## config.mk

```make
export PLATFORM = sky130hd
export DESIGN_NAME = pid_multi
export DESIGN_NICKNAME = d
export VERILOG_FILES = /design/src/rtl/pid_multi_pkg.sv /design/src/rtl/pid_multi_state_rf.sv /design/src/rtl/pid_multi.sv
export SDC_FILE = /design/constraint.sdc
export NUM_CORES = 2
export LEC_CHECK = 0
export BUFFER_PORTS_ARGS = -buffer_cell sky130_fd_sc_hd__clkbuf_2
export CAP_MARGIN = 30
export CORE_MARGIN = 5
export CORE_UTILIZATION = 45
export CTS_BUF_LIST = sky130_fd_sc_hd__clkbuf_8 sky130_fd_sc_hd__clkbuf_16
export DETAILED_ROUTE_END_ITERATION = 8
export PLACE_DENSITY = 0.69
export SLEW_MARGIN = 0
export SYNTH_ARGS = -nofsm -noshare
export SYNTH_HDL_FRONTEND = slang
export SYNTH_SLANG_ARGS = --single-unit
```

## constraint.sdc

```tcl
create_clock -name clk -period 11 [get_ports clk]
set_input_delay 0.55 -clock clk [delete_from_list [all_inputs] [get_ports clk]]
set_output_delay 0.55 -clock clk [all_outputs]
set_load 0.02 [all_outputs]
```

## src/rtl/pid_multi_pkg.sv

```systemverilog
// Shared constants, gain record and saturating arithmetic helpers for the
// multi-channel PID pipeline.
package pid_multi_pkg;

   localparam logic [2:0] CFG_KP    = 3'd0;
   localparam logic [2:0] CFG_KI    = 3'd1;
   localparam logic [2:0] CFG_KD    = 3'd2;
   localparam logic [2:0] CFG_SHIFT = 3'd3;
   localparam logic [2:0] CFG_ILIM  = 3'd4;
   localparam logic [2:0] CFG_CLEAR = 3'd5;

   typedef logic signed [63:0] wide_t;

   // Gains are held sign-extended to 16 bits so the record is independent of KW.
   typedef struct packed {
      logic signed [15:0] kp;
      logic signed [15:0] ki;
      logic signed [15:0] kd;
      logic [8:0]         sh;       // {sd, si, sp}
      logic [15:0]        int_lim;
   } gain_t;

   function automatic wide_t sat(input wide_t x, input int w);
      wide_t hi;
      wide_t lo;
      hi = (wide_t'(1) <<< (w - 1)) - 1;
      lo = -hi - 1;
      if (x > hi) return hi;
      if (x < lo) return lo;
      return x;
   endfunction

   function automatic wide_t clamp(input wide_t x, input wide_t lim);
      if (x > lim) return lim;
      if (x < -lim) return -lim;
      return x;
   endfunction

   function automatic wide_t ashr_sat(input wide_t x, input logic [2:0] sh, input int w);
      return sat(x >>> sh, w);
   endfunction

endpackage

```

## src/rtl/pid_multi_state_rf.sv

```systemverilog
// Per-channel err_prev / int_acc storage: async read, one write port and a
// clear port that overrides a same-cycle write.
module pid_state_rf #(
   parameter int W   = 13,
   parameter int NCH = 4,
   parameter int CHW = 2
) (
   input  logic                clk,
   input  logic                rst_n,
   input  logic [CHW-1:0]      rd_ch,
   output logic signed [W-1:0] rd_err,
   output logic signed [W-1:0] rd_int,
   input  logic                we,
   input  logic [CHW-1:0]      wr_ch,
   input  logic signed [W-1:0] wr_err,
   input  logic signed [W-1:0] wr_int,
   input  logic                clr,
   input  logic [CHW-1:0]      clr_ch
);
   logic signed [W-1:0] err_mem [NCH];
   logic signed [W-1:0] int_mem [NCH];

   always_ff @(posedge clk or negedge rst_n) begin
      if (!rst_n) begin
         for (int k = 0; k < NCH; k++) begin
            err_mem[k] <= '0;
            int_mem[k] <= '0;
         end
      end else begin
         if (we) begin
            err_mem[wr_ch] <= wr_err;
            int_mem[wr_ch] <= wr_int;
         end
         // Later non-blocking assignment gives the clear priority.
         if (clr) begin
            err_mem[clr_ch] <= '0;
            int_mem[clr_ch] <= '0;
         end
      end
   end

   assign rd_err = err_mem[rd_ch];
   assign rd_int = int_mem[rd_ch];
endmodule

```

## src/rtl/pid_multi.sv

```systemverilog
// Six-stage time-multiplexed PID controller with per-channel gains and state,
// saturating arithmetic and same-channel hazard stalls on the input handshake.
module pid_multi
   import pid_multi_pkg::*;
#(
   parameter int W   = 13,
   parameter int KW  = 13,
   parameter int NCH = 4,
   localparam int CHW = $clog2(NCH)
) (
   input  logic                clk,
   input  logic                rst_n,
   input  logic                in_valid,
   output logic                in_ready,
   input  logic [CHW-1:0]      in_ch,
   input  logic signed [W-1:0] cmd,
   input  logic signed [W-1:0] meas,
   input  logic                cfg_we,
   input  logic [CHW-1:0]      cfg_ch,
   input  logic [2:0]          cfg_addr,
   input  logic [15:0]         cfg_wdata,
   output logic                out_valid,
   output logic [CHW-1:0]      out_ch,
   output logic [W-2:0]        pwm,
   output logic [1:0]          drive_code,
   output logic signed [W-1:0] err,
   output logic signed [W-1:0] int_err
);
   localparam int PW = W + KW;
   localparam logic signed [W-1:0] U_MIN = {1'b1, {(W-1){1'b0}}};

   gain_t gains_reg [NCH];
   logic  ready_en_reg;
   logic  accept;
   logic  unused_cfg;

   logic signed [W-1:0] rd_err, rd_int;

   logic s0_v, s1_v, s2_v, s3_v, s4_v;
   logic [CHW-1:0] s0_ch, s1_ch, s2_ch, s3_ch, s4_ch;
   logic signed [W-1:0] s0_cmd, s0_meas, s0_ep, s0_ia, s1_e, s1_ep, s1_ia;
   gain_t s0_g, s1_g;
   logic signed [W-1:0] s2_e, s2_i, s2_d, s3_e, s3_i, s4_e, s4_i;
   logic signed [15:0] s2_kp, s2_ki, s2_kd;
   logic [8:0] s2_sh, s3_sh;
   logic signed [PW-1:0] s3_p, s3_ip, s3_dp;
   logic signed [W-1:0] s4_p, s4_it, s4_d;
   logic signed [W-1:0] u_sum;

   assign unused_cfg = ^cfg_wdata;

   assign in_ready = ready_en_reg
                     && !(s0_v && s0_ch == in_ch)
                     && !(s1_v && s1_ch == in_ch)
                     && !(s2_v && s2_ch == in_ch);
   assign accept = in_valid && in_ready;

   always_ff @(posedge clk or negedge rst_n) begin
      if (!rst_n) begin
         ready_en_reg <= 1'b0;
         for (int k = 0; k < NCH; k++) gains_reg[k] <= '0;
      end else begin
         ready_en_reg <= 1'b1;
         for (int k = 0; k < NCH; k++) begin
            if (cfg_we && cfg_ch == CHW'(k)) begin
               case (cfg_addr)
                  CFG_KP:    gains_reg[k].kp      <= 16'(signed'(cfg_wdata[KW-1:0]));
                  CFG_KI:    gains_reg[k].ki      <= 16'(signed'(cfg_wdata[KW-1:0]));
                  CFG_KD:    gains_reg[k].kd      <= 16'(signed'(cfg_wdata[KW-1:0]));
                  CFG_SHIFT: gains_reg[k].sh      <= cfg_wdata[8:0];
                  CFG_ILIM:  gains_reg[k].int_lim <= 16'(cfg_wdata[W-2:0]);
                  default: ;
               endcase
            end
         end
      end
   end

   pid_state_rf #(.W(W), .NCH(NCH), .CHW(CHW)) u_state (
      .clk    (clk),
      .rst_n  (rst_n),
      .rd_ch  (in_ch),
      .rd_err (rd_err),
      .rd_int (rd_int),
      .we     (s2_v),
      .wr_ch  (s2_ch),
      .wr_err (s2_e),
      .wr_int (s2_i),
      .clr    (cfg_we && cfg_addr == CFG_CLEAR),
      .clr_ch (cfg_ch)
   );

   assign u_sum = W'(sat(sat(wide_t'(s4_p) + wide_t'(s4_d), W) + wide_t'(s4_it), W));

   always_ff @(posedge clk or negedge rst_n) begin
      if (!rst_n) begin
         {s0_v, s1_v, s2_v, s3_v, s4_v} <= '0;
         {s0_ch, s1_ch, s2_ch, s3_ch, s4_ch} <= '0;
         {s0_cmd, s0_meas, s0_ep, s0_ia, s1_e, s1_ep, s1_ia} <= '0;
         s0_g <= '0;
         s1_g <= '0;
         {s2_e, s2_i, s2_d, s3_e, s3_i, s4_e, s4_i} <= '0;
         {s2_kp, s2_ki, s2_kd, s2_sh, s3_sh} <= '0;
         {s3_p, s3_ip, s3_dp, s4_p, s4_it, s4_d} <= '0;
         out_valid  <= 1'b0;
         out_ch     <= '0;
         pwm        <= '0;
         drive_code <= 2'b00;
         err        <= '0;
         int_err    <= '0;
      end else begin
         s0_v <= accept;
         if (accept) begin
            s0_ch   <= in_ch;
            s0_cmd  <= cmd;
            s0_meas <= meas;
            s0_g    <= gains_reg[in_ch];
            s0_ep   <= rd_err;
            s0_ia   <= rd_int;
         end

         s1_v  <= s0_v;
         s1_ch <= s0_ch;
         s1_g  <= s0_g;
         s1_ep <= s0_ep;
         s1_ia <= s0_ia;
         s1_e  <= W'(sat(wide_t'(s0_cmd) - wide_t'(s0_meas), W));

         s2_v  <= s1_v;
         s2_ch <= s1_ch;
         s2_e  <= s1_e;
         s2_i  <= W'(clamp(wide_t'(s1_ia) + wide_t'(s1_e), wide_t'(s1_g.int_lim)));
         s2_d  <= W'(sat(wide_t'(s1_e) - wide_t'(s1_ep), W));
         s2_kp <= s1_g.kp;
         s2_ki <= s1_g.ki;
         s2_kd <= s1_g.kd;
         s2_sh <= s1_g.sh;

         s3_v  <= s2_v;
         s3_ch <= s2_ch;
         s3_e  <= s2_e;
         s3_i  <= s2_i;
         s3_sh <= s2_sh;
         s3_p  <= PW'(wide_t'(s2_kp) * wide_t'(s2_e));
         s3_ip <= PW'(wide_t'(s2_ki) * wide_t'(s2_i));
         s3_dp <= PW'(wide_t'(s2_kd) * wide_t'(s2_d));

         s4_v  <= s3_v;
         s4_ch <= s3_ch;
         s4_e  <= s3_e;
         s4_i  <= s3_i;
         s4_p  <= W'(ashr_sat(wide_t'(s3_p),  s3_sh[2:0], W));
         s4_it <= W'(ashr_sat(wide_t'(s3_ip), s3_sh[5:3], W));
         s4_d  <= W'(ashr_sat(wide_t'(s3_dp), s3_sh[8:6], W));

         out_valid <= s4_v;
         if (s4_v) begin
            out_ch     <= s4_ch;
            err        <= s4_e;
            int_err    <= s4_i;
            drive_code <= {~u_sum[W-1], u_sum[W-1]};
            // The most negative value has no positive twin, so it pins to full scale.
            if (u_sum == U_MIN) pwm <= '1;
            else if (u_sum[W-1]) pwm <= (W-1)'(-u_sum);
            else pwm <= (W-1)'(u_sum);
         end
      end
   end
endmodule

```

==> flow_metrics.env <==
export IMPL_finalHoldViolations=0
export IMPL_drc_errors=0
export IMPL_synth_seq_cells=879
export IMPL_antenna_left=0
export IMPL_cp_arrival_ns=8.96
export IMPL_startpoint_type="flip-flop"
export IMPL_fin_setup_tns_ns=0
export IMPL_numCtsBuffers=91
export IMPL_drv_cap=0
export IMPL_rrSetupSlack_ns=2.57
export IMPL_synth_most_common_cell="dfrtp_1"
export IMPL_grt_pass1_wl_um=205000
export IMPL_drtIter0Drc=2488
export IMPL_synth_enable_flop_cells=0
export IMPL_netlist_area_leader_share_pct=38.3
export IMPL_drive_gt1_share_pct=16.1
export IMPL_clock_latency_ns=0.70
export IMPL_port_buffers=93
export IMPL_worst_slew_pin_slew_ns=1.04
export IMPL_max_clock_freq_mhz=119
export IMPL_die_h_um=367
export IMPL_antenna_found_initial=1
export IMPL_grt_pass1_vias=38700
export IMPL_slowest_stage="o221a_2"
export IMPL_clkSlewWorstSetupHoldPaths_ns=0.06
export IMPL_yosysSeqAreaShare_pct=38.3
export IMPL_diodes=0
export IMPL_fillerInstances=11100
export IMPL_drt_vias_per_instance=5.41
export IMPL_dieArea_um2=135000
export IMPL_setup_viol=0
export IMPL_rsz0062_at_grt="false"
export IMPL_ys_top_cells_by_area="dfrtp_1 (38%), fa_1 (18%), mux2_2 (7.4%), ha_1 (6.6%), mux4_2 (4.5%)"
export IMPL_area_delta_synth_final_pct=8.90
export IMPL_final_max_slew_viol_count=0
export IMPL_synth_area_leader_cell="dfrtp_1"
export IMPL_crit_path_max_fanout=24
export IMPL_cts_root_buf="clkbuf_16"
export IMPL_grt_max_degree=177
export IMPL_largest_reg_flops=240
export IMPL_pre_cts_ws_ns=2.61
export IMPL_grtUsageTotal_pct=18.7
export IMPL_yosysWarnings=0
export IMPL_synth_cells=5002
export IMPL_num_vias=36200
export IMPL_worstPathRequired_ns=11.54
export IMPL_synth_common_cells="dfrtp_1 (879), nand2_1 (584), inv_1 (543)"
export IMPL_cts_setup_buffers=0
export IMPL_finalNetCount=5843
export IMPL_setup_ws_ns=2.57
export IMPL_ios=97
export IMPL_dp_final_hpwl_um=89700
export IMPL_avgRoutedWirePerCell_um=18.5
export IMPL_syn_cell_area_um2=57500
export IMPL_grt_ovfl_total=0
export IMPL_firstDrtPassIters=5
export IMPL_clock_path_buffers=3
export IMPL_avgSynthCellArea_um2=11.5
export IMPL_cts_sinks=879
export IMPL_finClkSkew_ns=0.0396
export IMPL_utilization_pct=49.2
export IMPL_drt_wl_total_um=124000
export IMPL_endpoint_kind="flip-flop"
export IMPL_rows=131
export IMPL_fin_crit_sh_pct=76.6
export IMPL_critical_path_class="reg -> reg"
export IMPL_die_width_um=367
export IMPL_slew_headroom_pct=30.4
export IMPL_slowest_delay_ns=0.80
export IMPL_initial_utilization_pct=45.2
export IMPL_async_flop_share_pct=100
export IMPL_coreArea_um2=127000
export IMPL_htreeDepth=3
export IMPL_tritoncts="built"
export IMPL_hp_class="in -> reg"
export IMPL_yosysUniqueCellTypes=81
export IMPL_outcome="completed"
export IMPL_gp_congestion=0.831
export IMPL_fin_crit_ns=8.43
export IMPL_mappedNetlistNets=5875
export IMPL_synthFlopType="dfrtp_1"
through the flow:
step / instances / area, um^2 / hold WS, ns
detailed placement: 6537 / 59400 / 0.335
CTS: 6698 / 62500 / 0.0107
global route: 6699 / 62600 / 0.0409
finish: 6699 / 62600 / 0.0615
floorplan: 5002 / 57500 / 0.254
global placement: 6532 / 59300 / 0.333
critical path, delay by kind of cell (launching register included):
family | cells | cell delay, ns
and+or+nand+nor | 7 | 1.96
adders and majority gates | 4 | 1.81
AOI/OAI and AO/OA | 14 | 4.12
DFF | 1 | 0.38
cells by family (layout without fill, tap and decap cells):
group,count (synthesis),in the layout,share of synthesized area (%)
AOI/OAI and AO/OA,592,592,6.39
xor gates and xnor gates,144,144,2.20
adders and majority gates,820,820,24.6
buffers and inverters,804,839,5.32
DFF,879,879,38.3
muxes,574,574,13.4
other,1,1,0.00653
and+or+nand+nor,1188,1188,9.85
final timing paths:
kind,startpoint,to,cells after the start
min,meas[5],s0_meas[5]$_DFFE_PN0P_,3
min reg2reg,s3_i[8]$_DFF_PN0_,s4_i[8]$_DFF_PN0_,0
max,s4_p[1]$_DFF_PN0_,pwm[9]$_DFFE_PN0P_,25
max reg2reg,s4_p[1]$_DFF_PN0_,pwm[9]$_DFFE_PN0P_,25
max in group asynchronous,rst_n,u_state.int_mem[40]$_DFF_PN0_,4
min in group asynchronous,rst_n,s2_i[11]$_DFF_PN0_,2
what timing repair did:
| item | 4_1_cts | 5_1_grt |
|---|---|---|
| endpoints found under the hold margin | 103 | 0 |
| hold buffers | 1 | 0 |
| gates resized for setup | 0 | 0 |
layer usage:
metal	wire length, um	track usage (%)
met4	3460	6.02
met2	60600	31.1
met3	5900	2.74
met1	54300	25.6
met5	0	0
final cells by class:
type	instances	area (um^2)	share of cell area, %
clock inverter	58	678	1.08
timing repair buffer	135	907	1.45
sequential	879	22000	35.2
inverter	544	2040	3.26
clock buffer	102	2440	3.90
tap	1662	2080	3.32
multi-input combinational	3319	32400	51.8
cells in the final DEF (no fill, tap or decap), types with 35 or more instances in the layout:
| cell | n |
|---|---|
| clkbuf_16 | 92 |
| mux4_2 | 116 |
| xnor2_1 | 111 |
| a211oi_1 | 35 |
| nor3_1 | 50 |
| nor2_1 | 116 |
| nand3_1 | 36 |
| fa_1 | 516 |
| mux2_2 | 379 |
| dfrtp_1 | 878 |
| clkbuf_2 | 90 |
| nand2b_1 | 47 |
| o21ai_0 | 132 |
| inv_1 | 561 |
| nand2_1 | 584 |
| mux2i_1 | 79 |
| and2_1 | 216 |
| a21oi_1 | 241 |
| ha_1 | 304 |
| buf_4 | 36 |
Power is not shown: default switching activity piles up to over one toggle a cycle in this logic, so the estimate is an artifact.
